--- config.mk ---
export PLATFORM = sky130hd
export DESIGN_NAME = reset_sequencer
export DESIGN_NICKNAME = d
export VERILOG_FILES = /design/src/rtl/reset_seq_pkg.sv /design/src/rtl/sync_bit.sv /design/src/rtl/reset_sequencer.sv
export SDC_FILE = /design/constraint.sdc
export NUM_CORES = 1
export LEC_CHECK = 0
export ABC_AREA = 1
export CAP_MARGIN = 40
export CELL_PAD_IN_SITES_DETAIL_PLACEMENT = 1
export CELL_PAD_IN_SITES_GLOBAL_PLACEMENT = 1
export CORE_MARGIN = 2
export CORE_UTILIZATION = 40
export DETAILED_ROUTE_END_ITERATION = 7
export HOLD_SLACK_MARGIN = 0.05
export MAX_ROUTING_LAYER = met4
export PLACE_DENSITY_LB_ADDON = 0.15
export SYNTH_ARGS = -nofsm -noshare
export SYNTH_HDL_FRONTEND = slang
export SYNTH_SLANG_ARGS = --single-unit
export TNS_END_PERCENT = 50
--- constraint.sdc ---
create_clock -name clk -period 1.82 [get_ports clk]
set_input_delay 0.364 -clock clk [delete_from_list [all_inputs] [get_ports clk]]
set_output_delay 0.364 -clock clk [all_outputs]
set_load 0.01 [all_outputs]
--- src/rtl/reset_seq_pkg.sv ---
// Shared state and cause codes for the reset sequencer.
// Also holds a counter-width helper used by its modules.
package reset_seq_pkg;

  typedef logic [1:0] state_t;

  localparam state_t WAIT_LOCK = 2'd0;
  localparam state_t HOLD      = 2'd1;
  localparam state_t RELEASE   = 2'd2;
  localparam state_t RUN       = 2'd3;

  localparam logic [1:0] CAUSE_RESET = 2'd0;
  localparam logic [1:0] CAUSE_LOCK  = 2'd1;
  localparam logic [1:0] CAUSE_SOFT  = 2'd2;
  localparam logic [1:0] CAUSE_WDOG  = 2'd3;

  // Bits needed to count 0..n-1 (at least 1).
  function automatic int cnt_bits(input int n);
    return (n < 2) ? 1 : $clog2(n);
  endfunction

endpackage

--- src/rtl/sync_bit.sv ---
// STAGES-deep single-bit synchroniser, async clear to 0.
// Ports: clk, rst (async high), d (async in), q (synced out).
module sync_bit #(
  parameter int STAGES = 2
) (
  input  logic clk,
  input  logic rst,
  input  logic d,
  output logic q
);

  logic [STAGES-1:0] ff;

  always_ff @(posedge clk or posedge rst) begin
    if (rst) ff <= '0;
    else     ff <= {ff[STAGES-2:0], d};
  end

  assign q = ff[STAGES-1];

endmodule

--- src/rtl/reset_sequencer.sv ---
// Staged reset release after PLL lock; re-asserts on
// lock loss, soft reset and (RESET_SEQ_WDOG_EN) watchdog.
// Ports: clk, reset (async high), pll_locked, soft_rst,
// wdog_kick (watchdog build only), rst_out, ready, cause.
module reset_sequencer
  import reset_seq_pkg::*;
#(
  parameter int NUM_OUT        = 3,
  parameter int SYNC_STAGES    = 2,
  parameter int HOLD_CYCLES    = 16,
  parameter int STAGGER_CYCLES = 4,
  parameter int WDOG_CYCLES    = 1048576
) (
  input  logic               clk,
  input  logic               reset,
  input  logic               pll_locked,
  input  logic               soft_rst,
`ifdef RESET_SEQ_WDOG_EN
  input  logic               wdog_kick,
`endif
  output logic [NUM_OUT-1:0] rst_out,
  output logic               ready,
  output logic [1:0]         cause
);

  localparam int CMAX =
    (HOLD_CYCLES > STAGGER_CYCLES) ?
    HOLD_CYCLES : STAGGER_CYCLES;
  localparam int CW = cnt_bits(CMAX);
  localparam int IW = cnt_bits(NUM_OUT);

  localparam logic [CW-1:0] HOLD_LAST =
    CW'(HOLD_CYCLES - 1);
  localparam logic [CW-1:0] STAG_LAST =
    CW'(STAGGER_CYCLES - 1);
  // idx of the bit released just before the last one
  localparam logic [IW-1:0] IDX_LAST =
    IW'(NUM_OUT - 2);

  state_t        state;
  logic [CW-1:0] cnt;
  logic [IW-1:0] idx;
  logic          lock_s;
  logic          wdog_fire;
  logic          active;

  sync_bit #(
    .STAGES(SYNC_STAGES)
  ) u_lock_sync (
    .clk(clk),
    .rst(reset),
    .d  (pll_locked),
    .q  (lock_s)
  );

  assign active = (state != WAIT_LOCK);

`ifdef RESET_SEQ_WDOG_EN
  localparam int WW = cnt_bits(WDOG_CYCLES);
  localparam logic [WW-1:0] WDOG_LAST =
    WW'(WDOG_CYCLES - 1);

  logic [WW-1:0] wcnt;

  assign wdog_fire = (state == RUN) && !wdog_kick &&
                     (wcnt == WDOG_LAST);

  always_ff @(posedge clk or posedge reset) begin
    if (reset)
      wcnt <= '0;
    else if (state != RUN || wdog_kick || wdog_fire)
      wcnt <= '0;
    else
      wcnt <= wcnt + 1'b1;
  end
`else
  assign wdog_fire = 1'b0;
`endif

  always_ff @(posedge clk or posedge reset) begin
    if (reset) begin
      state   <= WAIT_LOCK;
      cnt     <= '0;
      idx     <= '0;
      rst_out <= '1;
      ready   <= 1'b0;
      cause   <= CAUSE_RESET;
    end else if (active && !lock_s) begin
      state   <= WAIT_LOCK;
      cnt     <= '0;
      idx     <= '0;
      rst_out <= '1;
      ready   <= 1'b0;
      cause   <= CAUSE_LOCK;
    end else if (active && soft_rst) begin
      state   <= HOLD;
      cnt     <= '0;
      idx     <= '0;
      rst_out <= '1;
      ready   <= 1'b0;
      cause   <= CAUSE_SOFT;
    end else if (wdog_fire) begin
      state   <= HOLD;
      cnt     <= '0;
      idx     <= '0;
      rst_out <= '1;
      ready   <= 1'b0;
      cause   <= CAUSE_WDOG;
    end else begin
      unique case (state)
        WAIT_LOCK: begin
          if (lock_s) begin
            state <= HOLD;
            cnt   <= '0;
          end
        end
        HOLD: begin
          if (cnt == HOLD_LAST) begin
            cnt     <= '0;
            idx     <= '0;
            // zero shifts in from the bottom: bit 0 first
            rst_out <= rst_out << 1;
            if (NUM_OUT == 1) begin
              state <= RUN;
              ready <= 1'b1;
            end else begin
              state <= RELEASE;
            end
          end else begin
            cnt <= cnt + 1'b1;
          end
        end
        RELEASE: begin
          if (cnt == STAG_LAST) begin
            cnt     <= '0;
            rst_out <= rst_out << 1;
            idx     <= idx + 1'b1;
            if (idx == IDX_LAST) begin
              state <= RUN;
              ready <= 1'b1;
            end
          end else begin
            cnt <= cnt + 1'b1;
          end
        end
        RUN: begin
        end
      endcase
    end
  end

endmodule

## Yosys cells after proc, flatten, opt, wreduce, memory -nomap -nowiden

Index checks and enable logic that the tools add are counted.

- Bits in registers: 16
- Bits of input ports: 4
- Output and inout bits: 6

- Add/sub/neg operators: 2
- Equal/unequal tests: 9
- Muxes and demuxes: 30
- Reductions and logical operators: 15

Operators by type and width:

| operator | count |
|---|---|
| 2-bit two-way mux | 12 |
| 4-bit two-way mux | 5 |
| 3-bit two-way mux | 4 |
| 4-bit inequality test (second input constant) | 3 |
| 4-bit case mux with 3 select lines | 1 |
| 3-bit nonzero test | 3 |
| 2-bit case mux with 3 select lines | 1 |
| 3-bit case mux with 2 select lines | 1 |
| 3-bit AND reduction | 2 |
| 1-bit two-way mux | 5 |
| 5-bit AND reduction | 1 |
| 5-bit nonzero test | 1 |
| 4-bit by 1-bit adder with 4-bit output (second input constant) | 1 |
| 2-bit by 1-bit == test with 1-bit output (second input constant) | 2 |
| 4-bit by 2-bit == test with 1-bit output (second input constant) | 1 |
| 4-bit == test (second input constant) | 1 |
| 4-bit by 3-bit inequality test with 1-bit output (second input constant) | 1 |
| 2-bit case mux with 2 select lines | 1 |
| 2-bit nonzero test | 2 |
| 4-bit nonzero test | 1 |
| 2-bit by 1-bit adder with 2-bit output (second input constant) | 1 |
| 2-bit == test (second input constant) | 1 |
| 1-bit logical AND | 2 |
| 2-bit logical NOT | 1 |
| 2 further kinds | 2 |

## Longest topological paths before layout

Gate-level depths: netlist of the first run.

- Depth in word-level cells: 6
- Gate-level depth with buffers: 10
- Mapped depth without buffers: 10

## By module

From an unflattened synthesis of the first run, not the netlist that was laid out.

- Cells, all modules: 114
- Area total of the unflattened synthesis: 974.7 µm²

Modules (own cells, without submodules):

| module | instances | cells an instance | area an instance (µm²) | sequential area each (µm²) |
|---|---|---|---|---|
| reset_sequencer | 1 | 111 | 920.9 | 354.1 |
| sync_bit | 1 | 3 | 53.8 | 50.0 |

## Worst setup path after synthesis of the first run

Ideal clock, no wire load.

- Path kind: reg2reg
- From: register state[0]
- To: register state[0]
- Library setup time: 0.116 ns
- Arrival time: 1.265 ns
- Required time: 1.704 ns
- Path slack: 0.439 ns
- Stages on the path, launching flop included: 11
- Buffers on the path: 0
- Path through: dfrtp_1 inv_1 ha_1 inv_4 nand2_2 nand2_4 nor2_4 nor2_8 nand3_2 nand2_1 nand2_1

- Cells in the longest elaborated chain, start to end: 4
- Elaborated cells on any way between the ends: 15
- Classes of those cells: eq/ne: 6; mux: 3; reduce/logical: 6

Ends and longest elaborated chain:

| what | line | RTL |
|---|---|---|
| start: declaration | reset_sequencer.sv:40 | `state_t state;` |
| start signal: assignment | reset_sequencer.sv:82 | `state <= WAIT_LOCK;` |
| start signal: assignment | reset_sequencer.sv:89 | `state <= WAIT_LOCK;` |
| start signal: assignment | reset_sequencer.sv:96 | `state <= HOLD;` |
| 2-bit == test (tied with other cells) | reset_sequencer.sv:110 | `unique case (state)` |
| 2-bit case mux with 3 select lines (tied with other cells) | reset_sequencer.sv:110 |  |
| 2-bit two-way mux (tied with other cells) | reset_sequencer.sv:95 | `end else if (active && soft_rst) begin` |
| 2-bit two-way mux or 5-bit AND reduction (tied branches) | n/a |  |

Several ways; a longest one is shown, not always the timed one.
A chain may end at the register's enable or synchronous reset.

## Final worst setup path of the first run

- From: register rst_out[1]
- To: output port rst_out[1]

RTL lines:

| what | line | RTL |
|---|---|---|
| start: declaration | reset_sequencer.sv:21 | `output logic [NUM_OUT-1:0] rst_out,` |
| start signal: assignment | reset_sequencer.sv:122 | `rst_out <= rst_out << 1;` |
| start signal: assignment | reset_sequencer.sv:136 | `rst_out <= rst_out << 1;` |

No word-level cell between the ends.

==> metrics, run 1 <==
arrival time of the worst setup path 1.37 ns; crit-path leading delay family flip-flops; Die Height between 50 and 60 µm; full die area ~2800 µm²; share of cells above drive strength 1 ~20%; worst-path cell chain clkdlybuf4s50_1; crit path capture type output pin; via count approximately 800; Worst-Margin Slew slightly above 0.3 ns; vias in the first global route ~850; share of flip-flops with an asynchronous set or reset 100%; Post-CTS Resized 0; average vias per placed instance slightly below 5; Leak around 0.00054 µW; Core ar. between 2000 and 2500 µm²; IO buf count 9; Worst Path Required roughly 1.5 ns; post-CTS setup buffers 0; Rel. slew slack between 70% and 80%; outcome finished clean; fill count 290; Critical Path Start rst_out[1]; total clock sinks 16; Slew Viols, Final 0; Avg Cell Area, Syn a little over 8 µm²; setup TNS 0 ns; max incr delay on CP between 0.5 and 0.6 ns; total CTS buffers 3; Max stage delay cell, worst path dfstp_2; cts hold-fix bufs 0; first-pass iteration count of the detailed router 3; EDFF count, synth 0; placed cell count roughly 150; max-cap violation count 0; Seq cells post-synth 16; WL per Instance 12.6 µm; hold crit path type reg -> reg; CTS tree yes; Post-DP Area about 1100 µm²; CTS root buf clkbuf_4; clk slew on worst S/H paths about 0.090 ns; DRC 0; overall global routing resource usage ~18%; Final Util between 50% and 60%; sequential area share after synthesis between 40% and 50%; Place WS 0.118 ns; cell area after layout around 1100 µm²; antenna cell count 0; largest net degree at the start of global routing 17; CTS HTree Levels 1; Area Overhead vs Synth 17.8%; Cell Rows 17; min Tclk post-route between 1.5 and 2 ns; setup violators final 0; Initial Utilization between 40% and 50%; ys flop type dfrtp_1; initial antenna violation count 0; fmax around 580 MHz; Final WS setup around 0.084 ns; Routed WL 1.99 mm; Final Skew 0.00826 ns; antenna viol nets, final 0; worst-skew pair later-pin latency approximately 0.30 ns; Finished Layout Cells 158; RSZ-0062 raised after global routing false; DR iter-0 viols 4; IO Count 10; Synth cell types 24; HP Start u_lock_sync.ff[0]; syn_nets about 130; HPWL after DPL 1.60 mm; nets 140; critical path fanouts, max 3; PD cells around 1500 nW/µm²; worst r2r src state[0]; Chip Width roughly 53 µm; worst-case clock buffer depth 2; Peak VDD IR between 0.0008 and 0.0009 V; WS Path Type reg -> out; final hold viol count 0; Cell Area, Synth 950 µm²; Crit path buffers/inverters 1; grt ovf 0; global placement routability congestion between 0.7 and 0.8; CP Launch Type register; Cells after Synth 116; global-route wire length before repair ~3.5 mm; Tcrit/Tclk final 95.4%; YS warnings 0
-- power breakdown --
part	switching (µW)	internal, µW
logic	599	353
clock network	125	122
registers	56.1	453
-- logic make-up after synthesis --
logic type	count (synthesis)	share of synthesized area, %
buffers and inverters	17	6.98
adders and majority gates	5	6.59
AOI/OAI and AO/OA	7	4.48
DFF	16	42.6
and+or+nand+nor	71	39.4
-- area by class of cell --
type                       instances  area, µm²  area share [%]
timing repair buffer              10       97.6            8.72
multi-input combinational         83        479            42.8
inverter                          17       66.3            5.93
sequential                        16        404            36.1
tap                               28       35.0            3.13
clock buffer                       4       36.3            3.24
-- cells in the mapped netlist, types with 3 or more instances --
| library cell | number | area (µm²) |
|---|---|---|
| dfstp_2 | 3 | 78.8 |
| ha_1 | 5 | 62.6 |
| nand2_1 | 31 | 116 |
| nand2_2 | 4 | 25.0 |
| nor2_1 | 9 | 33.8 |
| inv_1 | 13 | 48.8 |
| nand3_1 | 11 | 55.1 |
| nor2_4 | 3 | 33.8 |
| nor3_1 | 3 | 15.0 |
| inv_2 | 3 | 11.3 |
| dfrtp_1 | 13 | 325 |
-- state kept, by name (all words and copies together) (netlist names) --
register        cells
cause               2
state               2
rst_out             3
u_lock_sync.ff      2
idx                 2
ready               1
cnt                 4
-- placed cells by master, fill, tap and decap left out, types with 4 or more instances in the layout --
cell type        instances
clkdlybuf4s50_1          9
dfrtp_1                 13
ha_1                     5
inv_1                   13
nand2_1                 31
nand2_2                  4
nand3_1                 11
nor2_1                   9
-- stage by stage --
| stage | hold WS, ns | total power [µW] |
|---|---|---|
| floorplan | 0.276 | 1220 |
| global placement | 0.344 | 1450 |
| detailed placement | 0.336 | 1480 |
| CTS | 0.368 | 1730 |
| global route | 0.373 | 1860 |
| finish | 0.365 | 1710 |
-- final timing paths --
path	cells after the start	to	slack, ns
hold / removal	0	u_lock_sync.ff[1]	0.36
min in group asynchronous	3	idx[0]	0.37
max in group asynchronous	3	rst_out[2]	1.19
hold reg to reg	0	u_lock_sync.ff[1]	0.36
setup / recovery	1	rst_out[1]	0.08
setup reg to reg	10	state[0]	0.24
-- routing by layer --
metal	track usage [%]	wire [µm]	up-vias
met5	-	0	-
met4	7.69	37	0
met3	1.71	49	5
met2	32.3	1050	13
met1	20.6	858	372
li1	-	-	396
-- worst register-to-register path, cell delays in order, from the launching register on --
cell     delay (ns)
dfrtp_1        0.41
inv_1          0.08
ha_1           0.24
inv_4          0.12
nand2_2        0.11
nand2_4        0.13
nor2_4         0.06
nor2_8         0.13
nand3_2        0.09
nand2_1        0.07
nand2_1        0.05
Power figures use the tool's default switching activity.
==> run 2: changes to the inputs <==
Settings changed: CORE_UTILIZATION 40 to 43, CTS_BUF_LIST set to sky130_fd_sc_hd__clkbuf_8, PLACE_DENSITY set to 0.87, PLACE_DENSITY_LB_ADDON 0.15 to not set.
==> run 2 against run 1 <==
  * Maximum frequency up 3.2%
  * Largest cell class unchanged
  * Cell count did not move
  * Clock power grew 8.5%
  * Register-to-register slack worse by 0.03 ns
  * Die area is 6.5% lower
  * Total power grew 3.8%
  * Sequential power rose by 1%
  * Core utilization grew 2.4 points
  * Global-route usage is 3.4 points higher
  * Non-clock buffer count unchanged
==> metrics, run 2 (synthesis results as in run 1) <==
outcome finished clean; Pint roughly 960 µW; Slew Viols, Final 0; WS Path Type reg -> out; crit-path leading delay family flip-flops; met3 WL post-DR a little under 80 µm; register area between 400 and 500 µm²; commonest non-fill, non-tap cell in the layout nand2_1; worst-skew pair later-pin latency 0.25 ns; antenna cell count 0; max-cap violation count 0; hold crit path type reg -> reg; R2R Setup Slk around 0.21 ns; total clock sinks 16; Worst-Margin Slew around 0.35 ns; Rel. slew slack approximately three quarters; critical path fanouts, max 2; full die area 2600 µm²; first-pass iteration count of the detailed router 4; HP Start u_lock_sync.ff[0]; setup violators final 0; global placement routability congestion about 0.82; Multi-input gate area around 480 µm²; crit path capture type output pin; most frequent cells in the layout nand2_1, inv_1, dfrtp_1; Final Skew between 0.006 and 0.007 ns; Final Total Pwr 1770 µW; DR iter-0 viols 11; Leak around 0.00055 µW; Psw just over 800 µW; Post-CTS Resized 0; Reg power frac between 20% and 30%; clk slew on worst S/H paths about 0.060 ns; Largest register FFs 4; global-route wire length before repair 4.00 mm; CTS root buf clkbuf_8; CTS tree yes; Final WS setup around 0.14 ns; overall global routing resource usage between 20% and 30%; Critical Path Start rst_out[0]; worst-path cell chain clkdlybuf4s50_1; HPWL after DPL about 1.7 mm; nets 140; Tcrit/Tclk final 92.4%; largest net degree at the start of global routing 17; final hold viol count 0; total CTS buffers 3; Max stage delay cell, worst path dfstp_2; Core ar. roughly 2100 µm²; sw frac 46.0%; CTS HTree Levels 1; post-CTS setup buffers 0; Place WS 0.108 ns; RSZ-0062 raised after global routing false; Met2 Routed Length around 1.1 mm; max layer used met4; Biggest register cnt; wl on met1 roughly 1000 µm; Worst Path Required about 1.5 ns; Chip Width just over 50 µm; max incr delay on CP 0.54 ns; Finished Layout Cells between 150 and 200; Gate power share 55.9%; share of cells above drive strength 1 about a fifth; antenna viol nets, final 0; Routed WL 2.18 mm; Die Height between 50 and 60 µm; placed cell count 154; Cell Rows 17; setup TNS 0 ns; vias in the first global route 866; PD cells 1570 nW/µm²; CP Launch Type register; Clock Power Share between 10% and 20%; IO Count 10; via count just over 800; DRC 0; min Tclk post-route 1.68 ns; Regs by FF count cnt: 4 flops, rst_out: 3 flops; arrival time of the worst setup path between 1 and 1.5 ns; cts hold-fix bufs 0; Crit path buffers/inverters 1; IO buf count 9; initial antenna violation count 0; fill count between 200 and 300; fmax roughly 590 MHz; Initial Utilization between 40 and 50%; worst-case clock buffer depth 2; worst r2r src state[0]; Area Overhead vs Synth 18.7%; average vias per placed instance between 5 and 6; grt ovf 0; Peak VDD IR about 0.00095 V; WL per Instance around 14 µm
-- run 2: cell types whose count changed in the layout (fill, tap and decap cells not counted), sizes merged --
cell / before / now
clkbuf: 4 / 3
inv: 17 / 18
-- run 2: final cells by class --
cell class,instances,area share [%]
Timing Repair Buffer,10,8.66
Sequential cell,16,35.8
Tap cell,28,3.11
Multi-Input combinational cell,83,42.5
Inverter,17,5.88
Clock inverter,1,0.333
Clock buffer,3,3.66
-- run 2: worst paths after layout --
path | to | cells after the start
setup / recovery | rst_out[0] | 1
hold / removal | u_lock_sync.ff[1] | 0
setup reg to reg | state[1] | 10
hold reg to reg | u_lock_sync.ff[1] | 0
max in group asynchronous | rst_out[0] | 3
min in group asynchronous | cnt[2] | 3
-- run 2: routing by layer --
layer	vias to the layer above	global-route usage (%)
li1	399	-
met1	382	26.6
met2	23	35.3
met3	5	2.92
met4	0	9.46
met5	-	-
-- run 2: power groups by stage --
stage	Clock, µW	Sequential [µW]	Combinational [µW]
after floorplan	0	525	696
after global placement	0	512	933
after CTS	272	514	1000
after detailed placement	0	519	982
final	268	514	992
after global routing	288	523	1110
-- run 2: through the flow --
stage	hold slack (ns)	utilization (%)	cell area (µm²)
after CTS	0.361	52.5	1130
after global routing	0.378	52.5	1130
after global placement	0.343	50.4	1080
final	0.358	52.5	1130
after detailed placement	0.340	50.4	1080
after floorplan	0.276	-	950
-- run 2: worst reg2reg max path: cells and delay by family (launching register included) --
| family | cells | cell delay, ns |
|---|---|---|
| AND/OR/NAND/NOR | 7 | 0.68 |
| flip-flops | 1 | 0.39 |
| adder cells (fa/ha/maj) | 1 | 0.23 |
| buffers and inverters | 2 | 0.21 |
==> run 3: changes to the inputs <==
Settings changed: CORE_MARGIN 2 to not set, SLEW_MARGIN set to 20.
==> run 3 against run 2 <==
  * Critical path type unchanged
  * Design area up 0.11%
  * Non-clock buffer count down 1
  * Register-to-register slack worse by 0.03 ns
  * Highest routed layer unchanged
  * Worst setup slack got worse by 0.014 ns
  * Via count up 0.12%
  * Total power is 3.5% higher
==> metrics, run 3 (synthesis results as in run 1) <==
average vias per placed instance 5.19; cell area after layout 1130 µm²; IO buf count 9; Place WS ~0.085 ns; Routed WL between 2 and 2.5 mm; Die Height between 40 and 50 µm; grt ovf 0; total clock sinks 16; Rel. slew slack 57.5%; Crit path buffers/inverters 1; setup violators final 0; via count roughly 800; worst-skew pair later-pin latency 0.25 ns; min Tclk post-route roughly 1.7 ns; fmax 590 MHz; CTS tree yes; Biggest register cnt; critical path fanouts, max 3; initial antenna violation count 0; share of cells above drive strength 1 19.4%; Area Overhead vs Synth 18.8%; nets 139; max incr delay on CP roughly 0.55 ns; Regs by FF count cnt: 4 flops, rst_out: 3 flops; WS Path Type reg -> out; Max stage delay cell, worst path dfstp_2; Initial Utilization between 40% and 50%; Tcrit/Tclk final between 90 and 100%; Final Skew approximately 0.0015 ns; Cell Rows 16; hold slack roughly 0.36 ns; CP Launch Type register; FF-to-FF path depth 10; cts hold-fix bufs 0; Post-CTS Resized 0; max-cap violation count 0; global placement routability congestion slightly above 0.8; Post-DP Area ~1100 µm²; commonest non-fill, non-tap cell in the layout nand2_1; Worst Path Required ~1.5 ns; crit-path leading delay family flip-flops; DR iter-0 viols 18; outcome finished clean; Slew Viols, Final 0; Core ar. ~2000 µm²; Peak VDD IR roughly 0.001 V; largest net degree at the start of global routing 17; worst-case clock buffer depth 2; global-route wire length before repair between 4 and 5 mm; CTS HTree Levels 1; RSZ-0062 raised after global routing false; most frequent cells in the layout nand2_1, inv_1, dfrtp_1; final hold viol count 0; Final WS setup 0.124 ns; hold crit path type reg -> reg; clk slew on worst S/H paths 0.06 ns; HPWL after DPL between 1.5 and 2 mm; post-CTS setup buffers 0; Worst-Margin Slew around 0.64 ns; antenna viol nets, final 0; first-pass iteration count of the detailed router 4; arrival time of the worst setup path approximately 1.3 ns; Hold Path Stages 0; setup TNS 0 ns; CTS root buf clkbuf_8; crit path capture type output pin; antenna cell count 0; Chip Width around 49 µm; Largest register FFs 4; total CTS buffers 3; DRC 0; Leak around 0.00055 µW; IO Count 10; PD cells about 1600 nW/µm²; overall global routing resource usage about a quarter; Worst path depth 1; worst-path cell chain clkdlybuf4s50_1; vias in the first global route 891; WL per Instance between 10 and 15 µm; full die area approximately 2400 µm²
run 3: cell types whose count changed in the layout (fill, tap and decap cells not counted), sizes merged:
| cell | delta |
|---|---|
| buf | -1 |
| clkbuf | +1 |
| inv | -1 |
run 3: cell type report:
cell class / count / area (µm²)
multi-input combinational: 83 / 479
tap: 27 / 33.8
inverter: 17 / 66.3
fill: 240 / 893
sequential: 16 / 404
clock buffer: 4 / 55.1
timing repair buffer: 9 / 90.1
run 3: worst paths after layout:
path	startpoint	endpoint	slack, ns
setup / recovery	rst_out[1]	rst_out[1]	0.12
min in group asynchronous	reset	idx[0]	0.49
setup reg to reg	state[0]	state[1]	0.18
hold / removal	u_lock_sync.ff[0]	u_lock_sync.ff[1]	0.36
hold reg to reg	u_lock_sync.ff[0]	u_lock_sync.ff[1]	0.36
max in group asynchronous	reset	state[1]	0.92
run 3: through the flow:
stage	power, µW	util, %	std cells
after floorplan	1220	-	116
after global placement	1450	53.1	152
after detailed placement	1500	53.1	152
after CTS	1850	55.8	156
after global routing	1970	55.8	156
final	1830	55.8	156
run 3: where the power goes:
group / total [µW] / switching [µW] / internal, µW
combinational: 999 / 646 / 354
sequential: 516 / 61.7 / 454
clock: 320 / 128 / 192
run 3: routing by layer:
metal / vias up / global-route usage, % / part of all wire [%]
met3: 4 / 5.30 / 2.5
met4: 0 / 9.31 / 1.1
met5: - / - / 0
met2: 15 / 40.3 / 50
li1: 396 / - / -
met1: 395 / 28.7 / 46
